--- config.mk ---
export PLATFORM = sky130hd
export DESIGN_NAME = kb_scan_decoder_flat
export DESIGN_NICKNAME = d
export VERILOG_FILES = /design/src/rtl/kb_scan_decoder_pkg.sv /design/src/rtl/kb_scan_decoder_if.sv /design/src/rtl/kb_scan_decoder_event_fifo.sv /design/src/rtl/kb_scan_decoder.sv /design/src/flat_wrapper.sv
export SDC_FILE = /design/constraint.sdc
export NUM_CORES = 1
export LEC_CHECK = 0
export CAP_MARGIN = 20
export CORE_ASPECT_RATIO = 1.25
export CORE_MARGIN = 2
export CORE_UTILIZATION = 57
export DETAILED_ROUTE_END_ITERATION = 12
export PLACE_DENSITY = 0.8
export SYNTH_ARGS = -nofsm -noshare
export SYNTH_HDL_FRONTEND = slang
export SYNTH_SLANG_ARGS = --single-unit
export TNS_END_PERCENT = 100
--- constraint.sdc ---
create_clock -name clk -period 3.05 [get_ports clk]
set_clock_uncertainty 0.1 [all_clocks]
set_input_delay 0.61 -clock clk [delete_from_list [all_inputs] [get_ports clk]]
set_output_delay 0.61 -clock clk [all_outputs]
set_load 0.005 [all_outputs]
--- src/rtl/kb_scan_decoder_pkg.sv ---
// kb_pkg: shared constants and types for the keyboard scan-code decoder.
// Scan-code prefixes, game-key indices, make-code maps, FSM states and the
// event record stored in the event FIFO.
package kb_pkg;

  // Prefix bytes of the PS/2 set-2 protocol
  localparam logic [7:0] SC_EXT = 8'hE0;
  localparam logic [7:0] SC_BRK = 8'hF0;

  // Game key indices into key_held / key_press_tick
  localparam int KEY_LEFT       = 0;
  localparam int KEY_RIGHT      = 1;
  localparam int KEY_UP         = 2;
  localparam int KEY_DOWN       = 3;
  localparam int KEY_GAME_RESET = 4;
  localparam int KEY_ENTER      = 5;
  localparam int NUM_KEYS       = 6;
  localparam int NUM_ARROWS     = 4;

  // Plain (non-extended) make codes of the game keys
  localparam logic [7:0] SC_A     = 8'h1C;
  localparam logic [7:0] SC_D     = 8'h23;
  localparam logic [7:0] SC_W     = 8'h1D;
  localparam logic [7:0] SC_S     = 8'h1B;
  localparam logic [7:0] SC_R     = 8'h2D;
  localparam logic [7:0] SC_ENTER = 8'h5A;

  // Extended (E0-prefixed) arrow-key make codes
  localparam logic [7:0] SC_ARROW_LEFT  = 8'h6B;
  localparam logic [7:0] SC_ARROW_RIGHT = 8'h74;
  localparam logic [7:0] SC_ARROW_UP    = 8'h75;
  localparam logic [7:0] SC_ARROW_DOWN  = 8'h72;

  // Code maps packed so that byte k holds the code of key index k
  localparam logic [NUM_KEYS*8-1:0] BASE_MAP =
    {SC_ENTER, SC_R, SC_S, SC_W, SC_D, SC_A};
  localparam logic [NUM_ARROWS*8-1:0] ARROW_MAP =
    {SC_ARROW_DOWN, SC_ARROW_UP, SC_ARROW_RIGHT, SC_ARROW_LEFT};

  // Prefix tracker: which prefix bytes have been seen for the pending code
  typedef enum logic [1:0] {
    ST_IDLE    = 2'd0,
    ST_EXT     = 2'd1,
    ST_BRK     = 2'd2,
    ST_EXT_BRK = 2'd3
  } kb_state_t;

  // One decoded make/break event
  typedef struct packed {
    logic       ext;
    logic       brk;
    logic [7:0] code;
  } kb_event_t;

  localparam int EVENT_W = $bits(kb_event_t);

  // True for either prefix byte
  function automatic logic is_prefix(input logic [7:0] code);
    return (code == SC_EXT) || (code == SC_BRK);
  endfunction

endpackage

--- src/rtl/kb_scan_decoder_if.sv ---
// kb_scan_decoder_if: scan-byte input strobe plus the valid/ready event
// stream. master = producer of bytes / consumer of events, slave = decoder.
interface kb_scan_decoder_if;

  logic       scan_done_tick;
  logic [7:0] scan_code;
  logic       ev_valid;
  logic       ev_ready;
  logic [7:0] ev_code;
  logic       ev_break;
  logic       ev_ext;

  modport master (
    output scan_done_tick,
    output scan_code,
    output ev_ready,
    input  ev_valid,
    input  ev_code,
    input  ev_break,
    input  ev_ext
  );

  modport slave (
    input  scan_done_tick,
    input  scan_code,
    input  ev_ready,
    output ev_valid,
    output ev_code,
    output ev_break,
    output ev_ext
  );

endinterface

--- src/rtl/kb_scan_decoder_event_fifo.sv ---
// kb_event_fifo: small synchronous FIFO with combinational head read.
// A push into a full FIFO is accepted only if a pop happens in the same
// cycle; pops on an empty FIFO are ignored. DEPTH must be a power of two.
module kb_event_fifo #(
  parameter int WIDTH = 10,
  parameter int DEPTH = 4
) (
  input  logic             clk,
  input  logic             reset,
  input  logic             push,
  input  logic [WIDTH-1:0] din,
  input  logic             pop,
  output logic [WIDTH-1:0] dout,
  output logic             full,
  output logic             empty
);

  localparam int AW = (DEPTH > 1) ? $clog2(DEPTH) : 1;

  logic [WIDTH-1:0] mem [DEPTH];
  logic [AW-1:0]    wr_ptr_reg;
  logic [AW-1:0]    rd_ptr_reg;
  logic [AW:0]      count_reg;
  logic             do_push;
  logic             do_pop;

  assign empty   = (count_reg == '0);
  assign full    = (count_reg == (AW+1)'(DEPTH));
  assign do_pop  = pop && !empty;
  assign do_push = push && (!full || do_pop);
  assign dout    = mem[rd_ptr_reg];

  // Storage write; contents need no reset since count gates visibility
  always_ff @(posedge clk) begin
    if (do_push) begin
      mem[wr_ptr_reg] <= din;
    end
  end

  // Pointer and occupancy bookkeeping; pointers wrap naturally at DEPTH
  always_ff @(posedge clk or posedge reset) begin
    if (reset) begin
      wr_ptr_reg <= '0;
      rd_ptr_reg <= '0;
      count_reg  <= '0;
    end else begin
      if (do_push) begin
        wr_ptr_reg <= wr_ptr_reg + 1'b1;
      end
      if (do_pop) begin
        rd_ptr_reg <= rd_ptr_reg + 1'b1;
      end
      case ({do_push, do_pop})
        2'b10:   count_reg <= count_reg + 1'b1;
        2'b01:   count_reg <= count_reg - 1'b1;
        default: count_reg <= count_reg;
      endcase
    end
  end

endmodule

--- src/rtl/kb_scan_decoder.sv ---
// kb_scan_decoder: turns raw PS/2 scan bytes into make/break events.
// Tracks the E0/F0 prefixes with a small FSM (with a prefix timeout),
// keeps a held bitmap for six game keys, pulses key_press_tick on a key's
// first make, and queues every decoded event in kb_event_fifo.
// Build option: define KB_EXT_KEYS_EN to let the E0 arrow keys drive the
// same held bits as WASD; otherwise extended events only reach the FIFO.
module kb_scan_decoder
  import kb_pkg::*;
#(
  parameter int FIFO_DEPTH     = 4,
  parameter int TIMEOUT_CYCLES = 2_000_000
) (
  input  logic                clk,
  input  logic                reset,
  kb_scan_decoder_if.slave    bus,
  output logic [NUM_KEYS-1:0] key_held,
  output logic [NUM_KEYS-1:0] key_press_tick,
  output logic                ev_overflow
);

  localparam int TMO_W = (TIMEOUT_CYCLES > 2) ? $clog2(TIMEOUT_CYCLES) : 1;
  localparam logic [TMO_W-1:0] TMO_LAST = TMO_W'(TIMEOUT_CYCLES - 1);

  kb_state_t           state_reg;
  kb_state_t           state_next;
  logic [TMO_W-1:0]    tmo_cnt_reg;
  logic                timeout_hit;

  logic                emit_valid;
  kb_event_t           emit_ev;

  logic [NUM_KEYS-1:0] base_hit;
  logic [NUM_KEYS-1:0] key_hit;
  logic [NUM_KEYS-1:0] key_held_reg;
  logic [NUM_KEYS-1:0] key_held_next;
  logic [NUM_KEYS-1:0] key_press_reg;
  logic [NUM_KEYS-1:0] key_press_next;
  logic                ev_overflow_reg;

  logic                fifo_full;
  logic                fifo_empty;
  logic                fifo_pop;
  logic [EVENT_W-1:0]  fifo_dout;
  kb_event_t           head_ev;

  // A prefix left dangling for too long is abandoned
  assign timeout_hit = (state_reg != ST_IDLE) && (tmo_cnt_reg == TMO_LAST);

  // FSM state register
  always_ff @(posedge clk or posedge reset) begin
    if (reset) begin
      state_reg <= ST_IDLE;
    end else begin
      state_reg <= state_next;
    end
  end

  // FSM next state: bytes advance the prefix tracker, a timeout drops it
  always_comb begin
    state_next = state_reg;
    if (bus.scan_done_tick) begin
      case (state_reg)
        ST_IDLE: begin
          if (bus.scan_code == SC_EXT)      state_next = ST_EXT;
          else if (bus.scan_code == SC_BRK) state_next = ST_BRK;
          else                              state_next = ST_IDLE;
        end
        ST_EXT: begin
          if (bus.scan_code == SC_BRK)      state_next = ST_EXT_BRK;
          else if (bus.scan_code == SC_EXT) state_next = ST_EXT;
          else                              state_next = ST_IDLE;
        end
        // After F0 any byte ends the sequence; a prefix here is discarded
        default:                            state_next = ST_IDLE;
      endcase
    end else if (timeout_hit) begin
      state_next = ST_IDLE;
    end
  end

  // FSM outputs: a non-prefix byte completes an event tagged by the state
  always_comb begin
    emit_valid   = 1'b0;
    emit_ev      = '0;
    emit_ev.code = bus.scan_code;
    if (bus.scan_done_tick && !is_prefix(bus.scan_code)) begin
      emit_valid  = 1'b1;
      emit_ev.ext = (state_reg == ST_EXT) || (state_reg == ST_EXT_BRK);
      emit_ev.brk = (state_reg == ST_BRK) || (state_reg == ST_EXT_BRK);
    end
  end

  // Prefix timeout counter: restarts on every byte, runs only mid-prefix
  always_ff @(posedge clk or posedge reset) begin
    if (reset) begin
      tmo_cnt_reg <= '0;
    end else if (bus.scan_done_tick || (state_reg == ST_IDLE) || timeout_hit) begin
      tmo_cnt_reg <= '0;
    end else begin
      tmo_cnt_reg <= tmo_cnt_reg + 1'b1;
    end
  end

  // Plain make-code matchers, one per game key
  generate
    for (genvar gi = 0; gi < NUM_KEYS; gi++) begin : g_base_hit
      assign base_hit[gi] = (bus.scan_code == BASE_MAP[gi*8 +: 8]);
    end
  endgenerate

`ifdef KB_EXT_KEYS_EN
  logic [NUM_ARROWS-1:0] arrow_hit;

  // Arrow matchers share the held bits of the matching WASD keys
  generate
    for (genvar gi = 0; gi < NUM_ARROWS; gi++) begin : g_arrow_hit
      assign arrow_hit[gi] = (bus.scan_code == ARROW_MAP[gi*8 +: 8]);
    end
  endgenerate

  // Key selection: extended events map through the arrow table
  always_comb begin
    key_hit = emit_ev.ext ? {{(NUM_KEYS-NUM_ARROWS){1'b0}}, arrow_hit} : base_hit;
  end
`else
  // Key selection: extended events never touch the held bitmap
  always_comb begin
    key_hit = emit_ev.ext ? '0 : base_hit;
  end
`endif

  // Per-key held/press update; a repeat make of a held key gives no pulse
  generate
    for (genvar gi = 0; gi < NUM_KEYS; gi++) begin : g_key
      assign key_press_next[gi] = emit_valid && key_hit[gi] && !emit_ev.brk &&
                                  !key_held_reg[gi];
      assign key_held_next[gi]  = (emit_valid && key_hit[gi]) ? !emit_ev.brk
                                                              : key_held_reg[gi];
    end
  endgenerate

  // Held bitmap and press pulses, updated the cycle after the final byte
  always_ff @(posedge clk or posedge reset) begin
    if (reset) begin
      key_held_reg  <= '0;
      key_press_reg <= '0;
    end else begin
      key_held_reg  <= key_held_next;
      key_press_reg <= key_press_next;
    end
  end

  assign fifo_pop = bus.ev_ready && !fifo_empty;

  // Sticky overflow: an event arrived with the FIFO full and nothing leaving
  always_ff @(posedge clk or posedge reset) begin
    if (reset) begin
      ev_overflow_reg <= 1'b0;
    end else if (emit_valid && fifo_full && !fifo_pop) begin
      ev_overflow_reg <= 1'b1;
    end
  end

  kb_event_fifo #(
    .WIDTH (EVENT_W),
    .DEPTH (FIFO_DEPTH)
  ) u_fifo (
    .clk   (clk),
    .reset (reset),
    .push  (emit_valid),
    .din   (emit_ev),
    .pop   (fifo_pop),
    .dout  (fifo_dout),
    .full  (fifo_full),
    .empty (fifo_empty)
  );

  assign head_ev        = fifo_dout;
  assign bus.ev_valid   = !fifo_empty;
  assign bus.ev_code    = head_ev.code;
  assign bus.ev_break   = head_ev.brk;
  assign bus.ev_ext     = head_ev.ext;
  assign key_held       = key_held_reg;
  assign key_press_tick = key_press_reg;
  assign ev_overflow    = ev_overflow_reg;

endmodule

--- src/flat_wrapper.sv ---
// flat-port wrapper written by rule: the top's interface ports become plain ports
module kb_scan_decoder_flat import kb_pkg::*;
#(
  parameter int FIFO_DEPTH     = 4,
  parameter int TIMEOUT_CYCLES = 2_000_000
)
  (clk, reset, key_held, key_press_tick, ev_overflow, bus_scan_done_tick, bus_scan_code, bus_ev_ready, bus_ev_valid, bus_ev_code, bus_ev_break, bus_ev_ext);
  kb_scan_decoder_if bus_i ();
  input  logic clk;
  input  logic reset;
  output logic [NUM_KEYS-1:0] key_held;
  output logic [NUM_KEYS-1:0] key_press_tick;
  output logic ev_overflow;
  input wire logic [$bits(bus_i.scan_done_tick)-1:0] bus_scan_done_tick;
  input wire logic [$bits(bus_i.scan_code)-1:0] bus_scan_code;
  input wire logic [$bits(bus_i.ev_ready)-1:0] bus_ev_ready;
  output wire logic [$bits(bus_i.ev_valid)-1:0] bus_ev_valid;
  output wire logic [$bits(bus_i.ev_code)-1:0] bus_ev_code;
  output wire logic [$bits(bus_i.ev_break)-1:0] bus_ev_break;
  output wire logic [$bits(bus_i.ev_ext)-1:0] bus_ev_ext;
  assign bus_i.scan_done_tick = bus_scan_done_tick;
  assign bus_i.scan_code = bus_scan_code;
  assign bus_i.ev_ready = bus_ev_ready;
  assign bus_ev_valid = bus_i.ev_valid;
  assign bus_ev_code = bus_i.ev_code;
  assign bus_ev_break = bus_i.ev_break;
  assign bus_ev_ext = bus_i.ev_ext;
  kb_scan_decoder #(.FIFO_DEPTH(FIFO_DEPTH), .TIMEOUT_CYCLES(TIMEOUT_CYCLES)) u_core (.clk(clk), .reset(reset), .bus(bus_i), .key_held(key_held), .key_press_tick(key_press_tick), .ev_overflow(ev_overflow));
endmodule
==> impl_metrics.prom <==
# TYPE chip_impl_metric gauge
chip_impl_info{name="critPathTopFamily",value="buffers and inverters"} 1
chip_impl_metric{name="crit_fanout",unit=""} 10
chip_impl_metric{name="worst-endpoint-arrival",unit="ns"} 2.00
chip_impl_metric{name="io_pins",unit=""} 36
chip_impl_metric{name="timing_max_transition_violations_final",unit=""} 0
chip_impl_metric{name="register_to_register_path_setup_slack",unit="ns"} 0.72
chip_impl_metric{name="routed-via-count",unit=""} 2362
chip_impl_info{name="r2r_start",value="u_core.u_fifo.count_reg[1]$_DFFE_PP0P_"} 1
chip_impl_metric{name="worst_endpoint_required_time",unit="ns"} 2.34
chip_impl_metric{name="max_slew.worst_pin.slew",unit="ns"} 0.688
chip_impl_metric{name="drtAntennaViolNets",unit=""} 0
chip_impl_metric{name="multi_input_area",unit="um2"} 1320
chip_impl_metric{name="ctsHoldBuffers",unit=""} 0
chip_impl_metric{name="placer_congestion_estimate",unit=""} 0.775
chip_impl_metric{name="critical-path-max-stage-delay",unit="ns"} 0.53
chip_impl_metric{name="layout.nets",unit=""} 338
chip_impl_metric{name="grt_usage",unit=""} 0.218
chip_impl_info{name="hp-class",value="reg -> reg"} 1
chip_impl_metric{name="final-seq-area",unit="um2"} 2280
chip_impl_info{name="crit_path_start",value="u_core.u_fifo.rd_ptr_reg[0]$_DFFE_PP0N_"} 1
chip_impl_metric{name="max-vdd-ir-drop",unit="uV"} 343
chip_impl_metric{name="clock_tree.buffer_depth",unit=""} 2
chip_impl_metric{name="fp-row-count",unit=""} 32
chip_impl_metric{name="area_of_the_die",unit="um2"} 7150
chip_impl_metric{name="final-hold-violation-count",unit=""} 0
chip_impl_metric{name="finalCriticalPeriod",unit="ns"} 2.71
chip_impl_metric{name="fin_setup_tns",unit="ns"} 0
chip_impl_metric{name="syn_avg_cell_area",unit="um2"} 13.7
chip_impl_metric{name="cellPowerDensity",unit="nW/um2"} 667
chip_impl_info{name="cts_root_buf",value="sky130_fd_sc_hd__clkbuf_8"} 1
chip_impl_info{name="rsz0062_at_grt",value="no"} 1
chip_impl_info{name="min-delay-start",value="u_core.key_held[0]$_DFFE_PP0P_"} 1
chip_impl_metric{name="diodes",unit=""} 0
chip_impl_metric{name="placedInstanceArea",unit="um2"} 4200
chip_impl_metric{name="yosys.cell_types.count",unit=""} 50
chip_impl_metric{name="post_cts_gate_resize_count",unit=""} 0
chip_impl_info{name="ordered_cell_list_for_the_critical_path",value="buf_4 > mux4_2 > clkdlybuf4s50_1"} 1
chip_impl_metric{name="asyncSetResetFlopFracSynth",unit=""} 0.518
chip_impl_metric{name="wire_per_inst",unit="um"} 17.2
chip_impl_metric{name="final_util",unit=""} 0.708
chip_impl_metric{name="global_route_overflow",unit=""} 0
chip_impl_metric{name="final-setup-viol-count",unit=""} 0
chip_impl_metric{name="pre_cts_slack",unit="ns"} 0.133
chip_impl_metric{name="ys_warn_count",unit=""} 0
chip_impl_metric{name="core-area",unit="um2"} 6210
chip_impl_metric{name="synth_edf_count",unit=""} 40
chip_impl_metric{name="area_growth_syn_to_layout",unit="%"} 18.9
chip_impl_metric{name="ys_ff_latch",unit=""} 83
chip_impl_info{name="worst-setup-path-type",value="reg -> out"} 1
chip_impl_metric{name="dr.pass1.iters",unit=""} 4
chip_impl_metric{name="cap_violations",unit=""} 0
chip_impl_metric{name="numPortBuffers",unit=""} 35
chip_impl_metric{name="place_hpwl",unit="mm"} 4.98
chip_impl_metric{name="first_global_vias",unit=""} 2470
chip_impl_metric{name="routed_wl",unit="mm"} 7.07
chip_impl_info{name="cp-end-kind",value="output port"} 1
chip_impl_metric{name="achievable-frequency",unit="GHz"} 0.369
chip_impl_metric{name="crit_buf_inv",unit=""} 2
chip_impl_metric{name="die-width",unit="um"} 76.0
chip_impl_info{name="clock_tree_from_tritoncts",value="built"} 1
chip_impl_metric{name="clock-sinks",unit=""} 83
chip_impl_metric{name="avgViaCountPerCell",unit=""} 5.76
chip_impl_info{name="outcome",value="completed"} 1
chip_impl_metric{name="worst_slew_margin_rel",unit=""} 0.537
chip_impl_metric{name="timing.final.crit_share",unit=""} 0.888
chip_impl_metric{name="initial_utilization",unit=""} 0.596
chip_impl_metric{name="drt-initial-drc-count",unit=""} 143
chip_impl_metric{name="number_of_antenna_violations_at_the_first_check_in_global_routing",unit=""} 0
chip_impl_metric{name="syn-instance-count",unit=""} 269
chip_impl_metric{name="layoutNonFillerInstCount",unit=""} 410
chip_impl_metric{name="power.leakage",unit="nW"} 1.65
chip_impl_metric{name="grt_start_max_net_pins",unit=""} 44
chip_impl_metric{name="postCtsSetupRepairBufs",unit=""} 0
chip_impl_metric{name="finalPower",unit="mW"} 2.93
chip_impl_metric{name="syn-cell-area",unit="um2"} 3700
chip_impl_metric{name="worstSkewPairLatency",unit="ns"} 0.35
chip_impl_metric{name="number_of_flip_flops_in_the_largest_register",unit=""} 40
chip_impl_metric{name="timing.hold.ws",unit="ns"} 0.357
chip_impl_metric{name="count_of_filler_cells_inserted_in_the_layout",unit=""} 450
chip_impl_metric{name="numPlacedInstances",unit=""} 394
chip_impl_metric{name="clk_pin_slew_worst_paths",unit="ns"} 0.09
chip_impl_metric{name="synth-seq-area-share",unit=""} 0.616
chip_impl_metric{name="setup_slack",unit="ns"} 0.342
chip_impl_metric{name="htreeDepth",unit=""} 3
chip_impl_metric{name="floorplan.die.height",unit="um"} 94.0
chip_impl_info{name="start_kind",value="flip-flop"} 1
chip_impl_metric{name="layout-drive-gt1-share",unit=""} 0.188
chip_impl_metric{name="global_route_wire_length_before_repair",unit="mm"} 11.8
chip_impl_info{name="synth_ff_type",value="sky130_fd_sc_hd__dfrtp_1"} 1
chip_impl_info{name="critPathSlowestCell",value="sky130_fd_sc_hd__mux4_2"} 1
chip_impl_metric{name="post_route_drc_violation_count",unit=""} 0
chip_impl_metric{name="final_area",unit="um2"} 4400
chip_impl_metric{name="cts_buffers",unit=""} 9
chip_impl_metric{name="synth_nets",unit=""} 287
-- where the power goes --
| group | switching (mW) | internal (mW) | total, mW |
|---|---|---|---|
| Sequential | 0.108 | 1.34 | 1.45 |
| Clock | 0.390 | 0.380 | 0.770 |
| Combinational | 0.290 | 0.425 | 0.715 |
| Total | 0.789 | 2.14 | 2.93 |
-- cells in the final DEF (no fill, tap or decap), types with 3 or more instances in the layout --
master and count:
sky130_fd_sc_hd__dfrtp_1 43, sky130_fd_sc_hd__edfxtp_1 40, sky130_fd_sc_hd__clkdlybuf4s50_1 35, sky130_fd_sc_hd__buf_4 15
sky130_fd_sc_hd__nand2_1 11, sky130_fd_sc_hd__mux4_2 10, sky130_fd_sc_hd__nor2_2 10, sky130_fd_sc_hd__and2_1 9
sky130_fd_sc_hd__nand3_1 9, sky130_fd_sc_hd__o21ai_0 9, sky130_fd_sc_hd__inv_1 9, sky130_fd_sc_hd__nand4_1 9
sky130_fd_sc_hd__a21oi_1 9, sky130_fd_sc_hd__clkbuf_8 9, sky130_fd_sc_hd__xnor2_1 8, sky130_fd_sc_hd__nor2_1 7
sky130_fd_sc_hd__nor3_1 7, sky130_fd_sc_hd__or3_1 7, sky130_fd_sc_hd__xor2_1 7, sky130_fd_sc_hd__mux2i_1 5
sky130_fd_sc_hd__ha_1 5, sky130_fd_sc_hd__o31ai_1 4, sky130_fd_sc_hd__nor2b_1 3, sky130_fd_sc_hd__nor4_1 3
sky130_fd_sc_hd__clkinvlp_4 3
-- worst paths after layout --
path | to | depth (start not counted)
min in group asynchronous | u_core.u_fifo.count_reg[1]$_DFFE_PP0P_ | 3
worst min register to register | u_core.key_press_tick[0]$_DFF_PP0_ | 1
max in group asynchronous | u_core.key_press_tick[5]$_DFF_PP0_ | 3
worst max-delay path | bus_ev_code[4] | 3
worst min-delay path | u_core.key_press_tick[0]$_DFF_PP0_ | 1
worst max register to register | u_core.u_fifo.count_reg[2]$_DFFE_PP0P_ | 6
-- logic make-up (layout without fill, tap and decap cells) --
family	after synthesis	in the layout	share of synthesized area
buffers and inverters	20	76	0.0274
XOR/XNOR	15	15	0.0355
adder cells (fa/ha/maj)	6	6	0.0223
AO/OA/AOI/OAI	32	32	0.0562
multiplexers	16	16	0.0775
AND/OR/NAND/NOR	97	97	0.165
flip-flops	83	83	0.616
-- per-layer routing --
metal  global-route usage  share of wire  vias up
met4                0.117          0.020        0
met5                    0              0        -
met2                0.399           0.54       49
met1                0.247           0.41     1194
met3               0.0337          0.035       10
li1                     -              -     1109
-- cell usage after synthesis, drive strengths merged, types with 4 or more instances --
cell type,number,area share
a21oi,10,0.015
and2,9,0.015
buf,6,0.013
clkbuf,4,0.0041
dfrtp,43,0.29
edfxtp,40,0.32
ha,5,0.017
inv,10,0.010
mux2i,5,0.014
mux4,10,0.061
nand2,11,0.011
nand3,10,0.015
nand4,9,0.015
nor2,17,0.024
nor3,7,0.0095
nor4,4,0.0085
o21ai,9,0.012
o31ai,4,0.0081
or3,7,0.012
or4,4,0.0095
xnor2,8,0.019
xor2,7,0.017
-- final cells by class --
class                   count  area share
well taps                  85      0.0242
inverters                  10     0.00854
flip-flops and latches     83       0.518
repair buffers             50       0.105
clock buffers              10      0.0290
clock inverters             6      0.0151
multi-input cells         166       0.300
-- worst register-to-register path, cell delays in order, from the launching register on --
cell	delay, ns
sky130_fd_sc_hd__dfrtp_1	0.45
sky130_fd_sc_hd__o31ai_1	0.63
sky130_fd_sc_hd__nor2_1	0.11
sky130_fd_sc_hd__fa_1	0.41
sky130_fd_sc_hd__and2_1	0.15
sky130_fd_sc_hd__a22o_1	0.23
sky130_fd_sc_hd__xor2_1	0.14
No activity file was read; power rests on OpenSTA's default activity.
